File: config.mk
export PLATFORM = sky130hd
export DESIGN_NAME = lsu_dpi
export DESIGN_NICKNAME = d
export VERILOG_FILES = /design/src/rtl/lsu_dpi.sv
export SDC_FILE = /design/constraint.sdc
export NUM_CORES = 1
export LEC_CHECK = 0
export ABC_AREA = 1
export CAP_MARGIN = 5
export CORE_UTILIZATION = 33
export DETAILED_ROUTE_END_ITERATION = 12
export DONT_BUFFER_PORTS = 1
export GPL_ROUTABILITY_DRIVEN = 0
export SLEW_MARGIN = 10
export SYNTH_ARGS = -nofsm -noshare
export SYNTH_HDL_FRONTEND = slang
export SYNTH_SLANG_ARGS = --single-unit
File: constraint.sdc
create_clock -name clk -period 2.2 [get_ports clk]
set_input_delay 0.44 -clock clk [delete_from_list [all_inputs] [get_ports clk]]
set_output_delay 0.44 -clock clk [all_outputs]
set_load 0.1 [all_outputs]
File: src/rtl/lsu_dpi.sv
// lsu_dpi: load/store unit between execute and the DPI data memory port.
// Optional misalignment trap: define LSU_MISALIGN_CHECK_EN.
module lsu_dpi #(
   parameter int XLEN    = 64,
   parameter int ADDR_W  = 64,
   parameter int TIMEOUT = 16
) (
   input  logic                clk,
   input  logic                rst_n,
   input  logic                req_valid,
   output logic                req_ready,
   input  logic                req_we,
   input  logic [1:0]          req_size,
   input  logic                req_unsigned,
   input  logic [ADDR_W-1:0]   req_addr,
   input  logic [XLEN-1:0]     req_wdata,
   output logic                resp_valid,
   input  logic                resp_ready,
   output logic [XLEN-1:0]     resp_rdata,
   output logic                resp_err,
   output logic                mem_req_valid,
   input  logic                mem_req_ready,
   output logic                mem_we,
   output logic [ADDR_W-1:0]   mem_addr,
   output logic [XLEN-1:0]     mem_wdata,
   output logic [XLEN/8-1:0]   mem_wmask,
   input  logic                mem_resp_valid,
   input  logic [XLEN-1:0]     mem_rdata
);

   localparam int NB    = XLEN / 8;
   localparam int OFF_W = $clog2(NB);
   localparam int TW    = $clog2(TIMEOUT);

   typedef enum logic [1:0] {S_IDLE, S_REQ, S_WAIT, S_RESP} state_t;

   state_t state_q, state_d;

   logic              we_q, we_d;
   logic [1:0]        size_q, size_d;
   logic              uns_q, uns_d;
   logic [ADDR_W-1:0] addr_q, addr_d;
   logic [OFF_W-1:0]  off_q, off_d;
   logic [XLEN-1:0]   wdata_q, wdata_d;
   logic [TW-1:0]     timer_q, timer_d;
   logic [XLEN-1:0]   rdata_q, rdata_d;
   logic              err_q, err_d;

   logic [3:0]        bytes_in;
   logic [OFF_W-1:0]  amask;
   logic [OFF_W-1:0]  off_in;
   logic [OFF_W-1:0]  off_al;
   logic              mis;
   logic              size_err;
   logic              bad_in;
   logic              accept;
   logic              tmo;

   assign bytes_in = 4'd1 << req_size;
   assign amask    = OFF_W'(bytes_in - 4'd1);
   assign off_in   = req_addr[OFF_W-1:0];
   assign size_err = (XLEN == 32) && (req_size == 2'd3);
   assign accept   = req_valid && (state_q == S_IDLE);
   assign tmo      = (timer_q == TW'(TIMEOUT - 1));

`ifdef LSU_MISALIGN_CHECK_EN
   assign mis    = |(off_in & amask);
   assign off_al = off_in;
`else
   assign mis    = 1'b0;
   assign off_al = off_in & ~amask;
`endif

   assign bad_in = size_err || mis;

   // Lane extraction and sign/zero extension of the returned word
   logic [XLEN-1:0] ld_sh;
   logic [XLEN-1:0] ld_mask;
   logic [XLEN-1:0] ld_ext;
   logic [7:0]      nbits;
   logic            ld_sign;

   always_comb begin
      nbits   = 8'd8 << size_q;
      ld_sh   = mem_rdata >> {off_q, 3'b000};
      ld_mask = ~({XLEN{1'b1}} << nbits);
      ld_sign = |(ld_sh & ld_mask & ~(ld_mask >> 1));
      ld_ext  = (ld_sh & ld_mask)
              | ((ld_sign && !uns_q) ? ~ld_mask : '0);
   end

   // State register
   always_ff @(posedge clk or negedge rst_n) begin
      if (!rst_n) state_q <= S_IDLE;
      else        state_q <= state_d;
   end

   // Next-state logic
   always_comb begin
      state_d = state_q;
      unique case (state_q)
         S_IDLE: if (req_valid) state_d = bad_in ? S_RESP : S_REQ;
         S_REQ:  if (mem_req_ready) state_d = S_WAIT;
         S_WAIT: if (mem_resp_valid || tmo) state_d = S_RESP;
         S_RESP: if (resp_ready) state_d = S_IDLE;
      endcase
   end

   // Handshake outputs are pure state decodes
   always_comb begin
      req_ready     = (state_q == S_IDLE);
      mem_req_valid = (state_q == S_REQ);
      resp_valid    = (state_q == S_RESP);
   end

   // Request latch, wait timer and response capture
   always_comb begin
      we_d    = we_q;
      size_d  = size_q;
      uns_d   = uns_q;
      addr_d  = addr_q;
      off_d   = off_q;
      wdata_d = wdata_q;
      timer_d = timer_q;
      rdata_d = rdata_q;
      err_d   = err_q;
      unique case (state_q)
         S_IDLE: begin
            if (accept) begin
               we_d    = req_we;
               size_d  = req_size;
               uns_d   = req_unsigned;
               addr_d  = {req_addr[ADDR_W-1:OFF_W], {OFF_W{1'b0}}};
               off_d   = off_al;
               wdata_d = req_wdata;
               rdata_d = '0;
               err_d   = bad_in;
            end
         end
         S_REQ: timer_d = '0;
         S_WAIT: begin
            timer_d = timer_q + TW'(1);
            if (mem_resp_valid) begin
               rdata_d = we_q ? '0 : ld_ext;
               err_d   = 1'b0;
            end else if (tmo) begin
               rdata_d = '0;
               err_d   = 1'b1;
            end
         end
         S_RESP: ;
      endcase
   end

   // Datapath registers
   always_ff @(posedge clk or negedge rst_n) begin
      if (!rst_n) begin
         we_q    <= 1'b0;
         size_q  <= '0;
         uns_q   <= 1'b0;
         addr_q  <= '0;
         off_q   <= '0;
         wdata_q <= '0;
         timer_q <= '0;
         rdata_q <= '0;
         err_q   <= 1'b0;
      end else begin
         we_q    <= we_d;
         size_q  <= size_d;
         uns_q   <= uns_d;
         addr_q  <= addr_d;
         off_q   <= off_d;
         wdata_q <= wdata_d;
         timer_q <= timer_d;
         rdata_q <= rdata_d;
         err_q   <= err_d;
      end
   end

   // Memory-side lanes derived from the latched request only
   always_comb begin
      mem_we    = we_q;
      mem_addr  = addr_q;
      mem_wdata = wdata_q << {off_q, 3'b000};
      mem_wmask = we_q
                ? (~({NB{1'b1}} << (4'd1 << size_q)) << off_q)
                : '0;
      resp_rdata = rdata_q;
      resp_err   = err_q;
   end

endmodule
Yosys cells after proc, flatten, opt, wreduce, memory -nomap -nowiden
Cells that the tools add are included.
- bits of input ports: 202
- register bits: 203
- reductions and logical operators: 11
- eq/ne operators: 10
- shift-type cells: 8
- muxes and demuxes: 17
- bitwise gates (word level): 9
- add/subtract/negate cells: 2
- operator list (kind ; count):
    $mux 64 ; 5
    $and 64x64->64 ; 2
    $not 64->64 ; 2
    $pmux 64 s2 ; 1
    $not 63->64 ; 1
    $or 64x64->64 ; 1
    $reduce_or 64->1 ; 1
    $shl 64x6->64 ; 1
    $shl 64x8->64 const A ; 1
    $shr 64x6->64 ; 1
    $mux 2 ; 4
    $mux 8 ; 1
    $not 8->8 ; 1
    $pmux 2 s4 ; 1
    $pmux 4 s2 ; 1
    $shl 4x2->8 const A ; 1
    $shl 8x3->8 ; 1
    $shl 8x4->8 const A ; 1
    $ne 2x1->1 const B ; 3
    $add 4x1->4 const B ; 1
    $eq 2x2->1 const B ; 2
    $eq 4x4->1 const B ; 1
    $ne 2x2->1 const B ; 2
    $reduce_and 4->1 ; 1
    16 further kinds ; 20

Logic depth before layout (Yosys ltp)
- depth in word-level cells: 12
- depth in mapped cells: 14
- depth with buffers taken out: 13

Least setup slack after synthesis
Ideal clock, no wire load.
- path type: register to output
- start: register off_q[0]
- end: output mem_wdata[58]
- stages on the path, launching flop included: 9
- arrival: 3.451 ns
- slack: -1.691 ns
- path through: dfrtp_1 -> buf_4 -> buf_6 -> buf_6 -> buf_6 -> buf_2 -> o21ai_0 -> o21ai_0 -> o21ai_0
- cells in the longest elaborated chain, start to end: 1
- ends and longest elaborated chain (what ; line ; source):
    start, declared ; 43 ; logic [OFF_W-1:0] off_q, off_d;
    start signal, assigned ; 162 ; off_q <= '0;
    start signal, assigned ; 172 ; off_q <= off_d;
    $shl 64x6->64 ; 184 ; mem_wdata = wdata_q << {off_q, 3'b000};
    end, declared ; 25 ; output logic [XLEN-1:0] mem_wdata,
Every way passes these cells.

Worst setup path in the final report
- start: register off_q[0]
- end: output mem_wdata[62]
The elaborated chain is that of the path after synthesis.

==> results by group <==
Status
  – Status: complete, but fails checks
  – Failing checks: hold timing, setup timing

Layout
  – Post-route cell area: 0.0188 mm^2
  – Most common cell after layout, fill and taps aside: nand2_1
  – Net count, final: 2198
  – Layout cell share with drive strength beyond 1: 0.282
  – Most frequent cells in the layout: nand2_1 (775), dfrtp_1 (198), buf_4 (188)
  – Area delta synth->final: 62.6%

Route
  – Vias per cell: 5.19
  – DR iter-0 viols: 842
  – # DRC: 0
  – DR pass1 iterations: 5
  – Wire per inst: 19.9 um
  – Via count: 12812
  – Final wirelength: 49100 um
  – ANT nets after route: 0

Global route
  – Largest net degree at the start of global routing: 204
  – Global-route usage over all layers: 0.260
  – Grt total ovfl: 0
  – First-pass GRT wire length: 71800 um
  – Vias in the first global route: 12569
  – Initial antenna violation count: 3

Placed design
  – Dpl ws: 37.6 ps
  – Dpl hpwl: 33300 um
  – Port Buffer Count: 0
  – Placed instance area: 0.0154 mm^2

Timing
  – Maximum clock frequency: 0.377 GHz
  – Unrepaired setup endpoints after global routing: yes
  – Max Slew Vio Count: 0
  – Final setup vio count: 112
  – Fin Hold WS: -382 ps
  – Layout Skew: 17.5 ps
  – Fin crit share: 1.21
  – Minimum clock period: 2650 ps
  – Final TNS setup: -26200 ps
  – Slew margin rel.: 0.521
  – Slew @ Worst Pin: 719 ps
  – Hold Fails Final Rpt: 203
  – Worst setup margin: -454 ps

Logic synthesis
  – Cell variety after synth: 34
  – Syn avg cell area: 6.93 um^2
  – Async S/R FF share, synth: 1.00
  – Area leader, netlist: dfrtp_1
  – Register area share after synthesis: 0.439
  – Yosys warning count: 0
  – Post-Syn Area: 0.0116 mm^2
  – #FFs+latches synth: 203
  – EDFF count, synth: 0
  – Dominant synthesized flop cell: dfrtp_1
  – Cells after synthesis: 1669
  – Area contributors post-synth: dfrtp_1 (44%), nand2_1 (26%), o21ai_0 (5.3%)
  – Area share of the largest cell type after synthesis: 0.439

Critical path
  – CP max stage cell: dfrtp_4
  – Kind of critical path: reg2out
  – Crit path largest cell delay: 480 ps
  – Most used cell, CP: buf_12
  – Crit. End Element: output port
  – Sequence of cells on the critical path: buf_12, buf_12, buf_12, mux2i_2, nand2_1, o21ai_4, o21ai_4, buf_12
  – CP arrival: 2210 ps
  – Worst Path Buf+Inv: 4
  – Max FO, Critical Path: 8
  – Family with the most delay on the worst path: buffers and inverters
  – Worst EP required: 1760 ps
  – Crit start category: flip-flop

CTS
  – Worst skew pair latency: 540 ps
  – Root Buffer: clkbuf_16
  – CTS tree: built
  – Clock-pin slew on the worst setup and hold paths: 60 ps
  – Clock Path Buffers: 3
  – H-tree depth: 1
  – CTS Hold Bufs: 105
  – CTS buffer count: 25
  – CTS sink cnt: 203

Flow run
  – Max Cap Viol: 0

Hold path
  – HP Class: in2async

Die
  – Core box area: 0.0345 mm^2
  – Starting density of the core: 0.335
  – Standard-cell rows: 68
  – Height of the chip: 189 um
  – Total die area: 0.0358 mm^2
  – I/O pin count: 407
  – Die width: 189 um
==> metrics by stage <==
stage	std cells	utilization
6_report	2467	0.545
5_1_grt	2466	0.545
4_1_cts	2443	0.526
3_5_place_dp	2268	0.447
3_3_place_gp	2268	0.447
2_1_floorplan	1671	-
==> flip-flops by register name, summed over array words and instances, names as in the netlist <==
signal      flops
timer_q         4
size_q          2
off_q           3
mem_addr       61
resp_err        1
mem_we          1
resp_rdata     64
uns_q           1
wdata_q        64
state_q         2
==> cell type report <==
cell class,instances,area [um^2]
antenna,2,5.00
clock buffer,36,707
clock inverter,10,208
fill,3048,15700
inverter,52,229
multi-input combinational,1295,7130
sequential,203,5090
tap,455,569
timing repair buffer,414,4870
==> cells in the mapped netlist, types with 2 or more instances <==
library cell / n
nand2_1: 815
dfrtp_1: 203
o21ai_0: 122
nand3_1: 114
nor2_1: 64
a21oi_1: 60
clkbuf_1: 54
inv_1: 50
buf_2: 35
mux2i_1: 30
buf_1: 15
o211ai_1: 14
o21ai_1: 12
or2_2: 11
a31oi_1: 10
or2_1: 10
buf_4: 9
buf_6: 9
a22oi_1: 6
ha_1: 5
a22o_1: 4
nand2_2: 2
nand4_1: 2
nor2_2: 2
o21a_1: 2
==> per-layer routing <==
metal | global-route usage | part of all wire | vias to the layer above
met5 | 0 | 0.00026 | -
met4 | 0.124 | 0.051 | 2
met3 | 0.0969 | 0.11 | 135
met2 | 0.445 | 0.49 | 643
met1 | 0.285 | 0.35 | 6055
li1 | - | - | 5977
==> what timing repair did <==
action                     4_1_cts  5_1_grt
setup endpoints to repair       72      131
hold endpoints to repair       308      203
gates cloned                     6        7
resized for setup              117       78
pin swaps                       41       41
setup buffers                   19       15
==> path summary, 6_finish.rpt <==
kind	from	to	slack, ps	cells after the start
max	off_q[0]	mem_wdata[62]	-450	8
min	rst_n	resp_rdata[5]	-380	0
max reg2reg	off_q[0]	resp_rdata[27]	-150	14
min reg2reg	resp_err	resp_err	480	2
max in group asynchronous	rst_n	resp_rdata[30]	1980	0
min in group clk	req_wdata[40]	wdata_q[40]	20	2
==> cell families (layout without fill, tap and decap cells) <==
group | count (synthesis) | count (layout) | share of synthesized area
multiplexers | 30 | 30 | 0.0260
AO/OA/AOI/OAI | 234 | 234 | 0.109
adder cells (fa/ha/maj) | 5 | 5 | 0.00541
buffers and inverters | 174 | 512 | 0.0692
other | 1 | 5 | 0.000324
XOR/XNOR | 1 | 1 | 0.000757
AND/OR/NAND/NOR | 1021 | 1022 | 0.350
flip-flops | 203 | 203 | 0.439
Power is not shown: default switching activity piles up to over one toggle a cycle in this logic, so the estimate is an artifact.
